`src/rtl/sap1_pkg.sv`:
```
// Shared SAP-1 definitions: program-loader frame layout and loader FSM states.
package sap1_pkg;

  localparam logic [3:0] LOADER_MAGIC = 4'hA;
  localparam int         FRAME_BITS   = 16;
  localparam int         ADDR_W       = 4;
  localparam int         DATA_W       = 8;
  localparam int         FCOUNT_W     = 5;
  localparam logic [FCOUNT_W-1:0] FCOUNT_MAX = 5'd16;

  typedef enum logic [1:0] {
    LD_IDLE   = 2'd0,
    LD_SHIFT  = 2'd1,
    LD_COMMIT = 2'd2
  } loader_state_e;

endpackage

```
`src/rtl/sync_edge.sv`:
```
// 3-flop synchronizer for an asynchronous input, with registered rise/fall pulses
// that coincide with the cycle the synchronized level changes.
module sync_edge (
  input  logic clk,
  input  logic reset,
  input  logic d,
  output logic level,
  output logic rise,
  output logic fall
);

  logic [2:0] sync_q;

  always_ff @(posedge clk or posedge reset) begin
    if (reset) begin
      sync_q <= '0;
      rise   <= 1'b0;
      fall   <= 1'b0;
    end else begin
      sync_q <= {sync_q[1:0], d};
      rise   <= sync_q[1] & ~sync_q[2];
      fall   <= ~sync_q[1] & sync_q[2];
    end
  end

  assign level = sync_q[2];

endmodule

```
`src/rtl/spi_prog_loader.sv`:
```
// SPI (mode 0) program loader for SAP-1 RAM: 16-bit frames {magic, addr, data}.
// Define SPI_LOADER_MAGIC_CHECK_EN to reject frames whose top nibble is not the magic.
module spi_prog_loader
  import sap1_pkg::*;
(
  input  logic                clk,
  input  logic                reset,
  input  logic                sclk_in,
  input  logic                mosi_in,
  input  logic                cs_n_in,
  output logic                wr_en,
  output logic [ADDR_W-1:0]   wr_addr,
  output logic [DATA_W-1:0]   wr_data,
  output logic                loading,
  output logic                frame_err,
  output logic [FCOUNT_W-1:0] frame_count,
  output loader_state_e       state_dbg
);

  logic sclk_level, sclk_rise, sclk_fall;
  logic mosi_level, mosi_rise, mosi_fall;
  logic cs_level, cs_rise, cs_fall;

  sync_edge u_sync_sclk (.clk(clk), .reset(reset), .d(sclk_in),
                         .level(sclk_level), .rise(sclk_rise), .fall(sclk_fall));
  sync_edge u_sync_mosi (.clk(clk), .reset(reset), .d(mosi_in),
                         .level(mosi_level), .rise(mosi_rise), .fall(mosi_fall));
  sync_edge u_sync_cs   (.clk(clk), .reset(reset), .d(cs_n_in),
                         .level(cs_level), .rise(cs_rise), .fall(cs_fall));

  loader_state_e         state, next_state;
  logic [FRAME_BITS-1:0] shreg;
  logic [3:0]            bit_cnt;
  logic                  last_bit, shift_en, frame_ok, wr_fire, err_set;

  assign last_bit = (state == LD_SHIFT) && sclk_rise && (bit_cnt == 4'(FRAME_BITS - 1));

  always_ff @(posedge clk or posedge reset) begin
    if (reset) state <= LD_IDLE;
    else       state <= next_state;
  end

  // A cs_n rise together with the 16th bit still commits; COMMIT then sees cs high.
  always_comb begin
    next_state = state;
    case (state)
      LD_IDLE:   if (cs_fall) next_state = LD_SHIFT;
      LD_SHIFT: begin
        if (last_bit)     next_state = LD_COMMIT;
        else if (cs_rise) next_state = LD_IDLE;
      end
      LD_COMMIT: next_state = cs_level ? LD_IDLE : LD_SHIFT;
      default:   next_state = LD_IDLE;
    endcase
  end

  always_comb begin
    shift_en = (state == LD_SHIFT) && sclk_rise;
`ifdef SPI_LOADER_MAGIC_CHECK_EN
    frame_ok = (shreg[FRAME_BITS-1 -: 4] == LOADER_MAGIC);
`else
    frame_ok = 1'b1;
`endif
    wr_fire  = (state == LD_COMMIT) && frame_ok;
    err_set  = ((state == LD_COMMIT) && !frame_ok) ||
               ((state == LD_SHIFT) && cs_rise && !last_bit && (bit_cnt != 4'd0));
  end

  always_ff @(posedge clk or posedge reset) begin
    if (reset) begin
      shreg       <= '0;
      bit_cnt     <= '0;
      wr_en       <= 1'b0;
      wr_addr     <= '0;
      wr_data     <= '0;
      loading     <= 1'b0;
      frame_err   <= 1'b0;
      frame_count <= '0;
    end else begin
      wr_en   <= wr_fire;
      loading <= (next_state != LD_IDLE);
      if (wr_fire) begin
        wr_addr <= shreg[ADDR_W+DATA_W-1 -: ADDR_W];
        wr_data <= shreg[DATA_W-1:0];
      end
      if (shift_en) shreg <= {shreg[FRAME_BITS-2:0], mosi_level};
      if (cs_fall) begin
        bit_cnt     <= '0;
        frame_err   <= 1'b0;
        frame_count <= '0;
      end else begin
        if (shift_en) bit_cnt <= bit_cnt + 4'd1;
        if (err_set)  frame_err <= 1'b1;
        if (wr_fire && frame_count != FCOUNT_MAX) frame_count <= frame_count + 5'd1;
      end
    end
  end

  assign state_dbg = state;

  logic unused_sync;
  assign unused_sync = &{1'b0, sclk_level, sclk_fall, mosi_rise, mosi_fall, cs_fall & 1'b0,
                         shreg[FRAME_BITS-1 -: 4]};

endmodule

```
`config.mk`:
```
export PLATFORM = sky130hd
export DESIGN_NAME = spi_prog_loader
export DESIGN_NICKNAME = d
export VERILOG_FILES = /design/src/rtl/sap1_pkg.sv /design/src/rtl/sync_edge.sv /design/src/rtl/spi_prog_loader.sv
export SDC_FILE = /design/constraint.sdc
export NUM_CORES = 1
export LEC_CHECK = 0
export ABC_AREA = 1
export BUFFER_PORTS_ARGS = -buffer_cell sky130_fd_sc_hd__buf_2
export CORE_MARGIN = 3
export CORE_UTILIZATION = 59
export CTS_BUF_LIST = sky130_fd_sc_hd__clkbuf_8
export DETAILED_ROUTE_END_ITERATION = 6
export PLACE_DENSITY_LB_ADDON = 0.15
export SYNTH_ARGS = -nofsm -noshare
export SYNTH_HDL_FRONTEND = slang
export SYNTH_SLANG_ARGS = --single-unit
```
`constraint.sdc`:
```
create_clock -name clk -period 1.9 [get_ports clk]
set_input_delay 0.285 -clock clk [delete_from_list [all_inputs] [get_ports clk]]
set_output_delay 0.285 -clock clk [all_outputs]
set_load 0.01 [all_outputs]
```
==> out/qor.json, run 1 <==
{
  "status": "finished, final reports clean",
  "layout_cells_sized_above_1_pct": 30.5,
  "critPathLaunchType": "flip-flop",
  "finalHoldWorstSlack_ns": 0.0855,
  "grt_use_total_pct": 19.7,
  "coreArea_um2": 3390,
  "grt_start_max_net_pins": 27,
  "drv_cap": 0,
  "timing.setup.tns_ns": 0,
  "die_area_um2": 4340,
  "tritoncts": "done",
  "core.rowCount": 21,
  "global_route.usage.met2_pct": 32.9,
  "multi_input_area_um2": 683,
  "synth_top_flop_cell": "dfrtp_1",
  "synthDominantCellAreaShare_pct": 59.1,
  "cp.required_ns": 2.09,
  "peak_ir_drop_on_the_vdd_network_uv": 552,
  "synth.avg_cell_area_um2": 10.5,
  "synthesis.nets": 211,
  "vias": 1422,
  "clk_transition_reported_paths_ns": 0.08,
  "routed_via_density": 5.10,
  "ant_nets": 0,
  "synth.ff_latch_count": 50,
  "worst-endpoint-arrival_ns": 1.56,
  "timing.critical_path.fanout_max": 26,
  "achievable-frequency_mhz": 731,
  "cts_root_buffer": "clkbuf_8",
  "critPathKind": "flip-flop to flip-flop",
  "post-synth-top-area-cell": "dfrtp_1",
  "antenna_cells_inserted": 0,
  "initial_util_pct": 62.4,
  "first_global_vias": 1419,
  "port_buffers": 26,
  "layout_min_cycle_time_ns": 1.37,
  "end_kind": "flip-flop",
  "min_period_over_period_pct": 72.0,
  "gp_congestion": 0.814,
  "wl_um": 3600,
  "synth-seq-area-share_pct": 59.1,
  "synth-edff-count": 0,
  "clock_tree.buffer_depth": 2,
  "final.fill_count": 263,
  "synth-warning-count": 0,
  "synth.cells.most_frequent": "50 x dfrtp_1, 43 x nand2_1, 27 x inv_1, 25 x o21ai_2, 11 x nor2_1",
  "postCtsHoldBufs": 1,
  "route.detailed.wl_per_inst_um": 12.9,
  "postSynth.asyncResetShare_pct": 100,
  "ys_top_cells_by_area": "dfrtp_1 59%, o21ai_2 10%, nand2_1 7.6%",
  "drtPass1Iterations": 4,
  "die_w_um": 65.9,
  "drc": 0,
  "io_pins": 27,
  "die_h_um": 65.9,
  "powerDensity_nw_per_um2": 895,
  "hold_viol": 0,
  "ff_latch_area_um2": 1250,
  "max_slew_margin_vs_limit_pct": 74.1,
  "timing.hold.worst.class": "primary input to flip-flop",
  "min_delay_worst_endpoint": "u_sync_sclk.sync_q[0]",
  "synthCells": 202,
  "skew_ns": 0.00654,
  "utilization_pct": 69.6,
  "antenna_found_initial": 0,
  "clkSinkCount": 50,
  "worstHoldPathCells": 1,
  "post-synth-top-count-cell": "dfrtp_1",
  "setup_viol": 0,
  "wire_length_of_the_first_global_routing_pass_um": 6350,
  "synth_cell_types": 22,
  "post_synth_instance_area_um2": 2120,
  "clock_latency_ns": 0.30,
  "cts_resized": 0,
  "grt.met3_usage_pct": 4.08,
  "hold_start": "sclk_in",
  "synthToLayoutAreaGrowth_pct": 11.5,
  "post-cts-setup-buffer-count": 0,
  "gr-total-overflow": 0,
  "setup_repair_after_global_routing_missed_its_margin": "no",
  "grt-busiest-layer": "met2",
  "r2r_setup_slack_ns": 0.53,
  "p_leak_uw": 0.00122,
  "worst-slew-pin-transition_ns": 0.388,
  "rr_startpoint": "state_dbg[0]",
  "r2r_cell_count": 5,
  "worstReg2RegEnd": "loading",
  "met1_track_demand_over_resource_pct": 24.3,
  "cts_buffers": 5,
  "slew_violations": 0,
  "clock_tree.htree_level_count": 2,
  "final_net_count": 241,
  "detailed_place_hpwl_um": 2640,
  "starting_drt_drc_count": 89
}
[cells by family (layout without fill, tap and decap cells)]
family / count (synthesis) / in the layout / synth area share [%]
DFF: 50 / 50 / 59.1
AOI/OAI and AO/OA: 32 / 32 / 12.0
xor gates and xnor gates: 1 / 1 / 0.414
and+or+nand+nor: 79 / 79 / 17.5
buffers and inverters: 36 / 67 / 8.57
adders and majority gates: 4 / 4 / 2.37
[cells in the final DEF, fill, tap and decap left out]
| cell | count |
|---|---|
| nand2_1 | 43 |
| nor2_4 | 1 |
| a21oi_1 | 2 |
| nand3_1 | 10 |
| dfrtp_1 | 50 |
| buf_2 | 26 |
| o21ai_0 | 5 |
| nor2_1 | 11 |
| xor2_1 | 1 |
| nand4_1 | 7 |
| nand3_2 | 1 |
| buf_4 | 2 |
| nand2_4 | 1 |
| inv_1 | 27 |
| clkinv_4 | 1 |
| clkinv_2 | 1 |
| inv_2 | 2 |
| inv_4 | 1 |
| ha_1 | 4 |
| nor3_1 | 1 |
| dlygate4sd3_1 | 1 |
| nand3_4 | 1 |
| clkbuf_8 | 6 |
| nand2_2 | 3 |
| o21ai_2 | 25 |
[routing by layer]
metal / wire (µm) / vias up / share of wire, %
met1: 1520 / 687 / 42
li1: - / 698 / -
met5: 0 / - / 0
met3: 169 / 4 / 4.7
met2: 1880 / 33 / 52
met4: 31 / 0 / 0.86
[worst max-delay path: stages (launching register included)]
cell and delay (ns):
dfrtp_1 0.51, nand3_4 0.35, clkinv_4 0.18, nand2_4 0.07, nand2_2 0.07, nand3_1 0.06
[registers in the layout (all words and copies together) (netlist names)]
signal,cells
frame_err,1
wr_addr,4
wr_data,8
bit_cnt,4
u_sync_cs.rise,1
wr_en,1
u_sync_sclk.sync_q,3
shreg,12
loading,1
u_sync_mosi.sync_q,3
state_dbg,2
u_sync_cs.sync_q,3
frame_count,5
u_sync_sclk.rise,1
u_sync_cs.fall,1
[report_power, final]
group | internal [µW] | switching [µW]
Combinational | 88.3 | 188
Sequential | 1160 | 57.8
Clock | 289 | 330
Total | 1540 | 576
[per-stage QoR]
| stage | instances | worst slack [ns] | total power (µW) | cell area (µm²) |
|---|---|---|---|---|
| after floorplan | 202 | 0.414 | 1450 | 2120 |
| after global placement | 270 | 0.608 | 1500 | 2260 |
| after detailed placement | 270 | 0.546 | 1520 | 2260 |
| after CTS | 279 | 0.531 | 2140 | 2360 |
| after global routing | 279 | 0.446 | 2230 | 2360 |
| final | 279 | 0.532 | 2110 | 2360 |
[how the worst max path moves through the flow]
stage / cells after the start / startpoint / to / slack, ns
floorplan: 1 / reset / bit_cnt[0] / 0.41
global placement: 5 / state_dbg[0] / loading / 0.61
detailed placement: 5 / state_dbg[0] / loading / 0.55
CTS: 5 / state_dbg[0] / loading / 0.53
global route: 5 / state_dbg[0] / loading / 0.45
finish: 5 / state_dbg[0] / loading / 0.53
[cell type report]
cell class | instances | share of cell area [%]
Clock buffer | 6 | 3.50
Tap cell | 46 | 2.44
Sequential cell | 50 | 53.1
Inverter | 30 | 5.09
Timing Repair Buffer | 29 | 6.58
Clock inverter | 2 | 0.371
Multi-Input combinational cell | 116 | 29.0
(Power assumes the default switching activity.)
==> run 2: changes to the inputs <==
clock period = 1.4 ns   (was 1.9 ns; I/O delays follow)
==> out/qor.json, run 2 (same netlist as run 1, synthesis figures left out) <==
{
  "status": "finished, final reports clean",
  "starting_drt_drc_count": 128,
  "hold_viol": 0,
  "powerDensity_nw_per_um2": 1170,
  "top_layer": "met4",
  "clkSinkCount": 50,
  "peak_ir_drop_on_the_vdd_network_uv": 854,
  "comb_power_share_pct": 13.2,
  "grt_use_total_pct": 19.0,
  "clock_tree.htree_level_count": 2,
  "die_h_um": 65.9,
  "route.detailed.wl_per_inst_um": 12.4,
  "wire_length_of_the_first_global_routing_pass_um": 6150,
  "achievable-frequency_mhz": 751,
  "antenna_found_initial": 0,
  "cp.required_ns": 1.60,
  "pwr-share-seq_pct": 57.8,
  "critPathLaunchType": "flip-flop",
  "timing.setup.tns_ns": 0,
  "worst-slew-pin-transition_ns": 0.354,
  "wl_um": 3540,
  "clock_tree.buffer_depth": 2,
  "clock_power_share_pct": 29.0,
  "drtPass1Iterations": 4,
  "drv_cap": 0,
  "io_pins": 27,
  "swShare_pct": 26.9,
  "die_w_um": 65.9,
  "clk_transition_reported_paths_ns": 0.09,
  "slew_violations": 0,
  "detailed_place_hpwl_um": 2570,
  "cts_root_buffer": "clkbuf_8",
  "tritoncts": "done",
  "skew_ns": 0.00674,
  "finalHoldWorstSlack_ns": 0.0158,
  "utilization_pct": 72.0,
  "met2_wirelength_um": 1760,
  "internal_power_uw": 2090,
  "core.rowCount": 21,
  "final_net_count": 247,
  "grt_start_max_net_pins": 36,
  "die_area_um2": 4340,
  "routed_via_density": 5.01,
  "vias": 1427,
  "timing.critical_path.fanout_max": 5,
  "gp_congestion": 0.799,
  "mostFrequentLayoutCells": "50 x dfrtp_1, 43 x nand2_1, 26 x inv_1, 26 x buf_2, 25 x o21ai_2",
  "setup_viol": 0,
  "gr-total-overflow": 0,
  "largest_reg_flops": 12,
  "p_leak_uw": 0.00125,
  "max_slew_margin_vs_limit_pct": 76.4,
  "coreArea_um2": 3390,
  "antenna_cells_inserted": 0,
  "min_period_over_period_pct": 95.1,
  "clock_latency_ns": 0.30,
  "design_power_total_uw": 2860,
  "registers.top_by_ff_count": "shreg",
  "timing.hold.worst.class": "primary input to flip-flop",
  "layout_cells_sized_above_1_pct": 32.2,
  "power_switching_uw": 770,
  "total_routed_wire_length_on_the_met1_layer_um": 1540,
  "critPathKind": "flip-flop to flip-flop",
  "ant_nets": 0,
  "port_buffers": 26,
  "layout_min_cycle_time_ns": 1.33,
  "end_kind": "flip-flop",
  "synthToLayoutAreaGrowth_pct": 15.3,
  "layout.cells.most_common": "dfrtp_1",
  "cts_buffers": 5,
  "initial_util_pct": 62.4,
  "first_global_vias": 1424,
  "worst-endpoint-arrival_ns": 1.53,
  "drc": 0,
  "met3RoutedLength_um": 171,
  "biggest_regs": "shreg x12, wr_data x8, frame_count x5"
}
## run 2: cell types whose count changed in the layout (fill, tap and decap cells not counted), sizes merged
cell | before | now
buf | 28 | 32
clkinvlp | 0 | 1
dlygate4sd3 | 1 | 3
inv | 30 | 29
## run 2: through the flow
| step | cells | worst slack, ns | instance area (µm²) |
|---|---|---|---|
| CTS | 282 | 0.0851 | 2400 |
| global placement | 273 | 0.198 | 2300 |
| global route | 285 | -0.0212 | 2440 |
| floorplan | 202 | 0.193 | 2120 |
| detailed placement | 273 | 0.0975 | 2300 |
| finish | 285 | 0.0682 | 2440 |
## run 2: power by group through the flow
stage	Sequential, µW	Clock, µW	Combinational [µW]
5_1_grt	1670	917	431
2_1_floorplan	1670	0	294
3_3_place_gp	1680	0	362
6_report	1650	832	378
4_1_cts	1660	853	381
3_5_place_dp	1690	0	378
## run 2: path summary, 6_finish.rpt
check | startpoint | end | slack, ns | cells after the start
max | frame_count[1] | frame_count[3] | 0.07 | 7
min | sclk_in | u_sync_sclk.sync_q[0] | 0.02 | 1
max reg2reg | frame_count[1] | frame_count[3] | 0.07 | 7
min reg2reg | u_sync_cs.sync_q[0] | u_sync_cs.sync_q[1] | 0.35 | 0
max in group asynchronous | reset | shreg[7] | 0.50 | 4
min in group asynchronous | reset | u_sync_sclk.sync_q[1] | 0.42 | 3
## run 2: worst max-delay path, cell delays in order (launching register included)
cell and delay (ns):
dfrtp_1 0.44, inv_1 0.12, ha_2 0.21, nand3_4 0.11
nand2_4 0.10, nand2_2 0.09, nand2_1 0.12, nand2_1 0.05
## run 2: layer usage
metal / track usage, % / up-vias
met3: 5.95 / 9
met1: 22.5 / 675
met4: 8.29 / 0
met2: 31.5 / 30
met5: 0 / -
li1: - / 713
## run 2: area by class of cell
class / instances / area, µm²
repair buffers: 35 / 218
clock inverters: 2 / 8.76
well taps: 46 / 57.6
fillers: 264 / 950
flip-flops and latches: 50 / 1250
multi-input cells: 116 / 698
inverters: 30 / 124
clock buffers: 6 / 82.6
## run 2: what timing repair did
action	4_1_cts	5_1_grt
hold endpoints to repair	15	2
setup endpoints to repair	0	4
hold buffers	1	2
buffers inserted	0	1
gates resized for setup	0	4
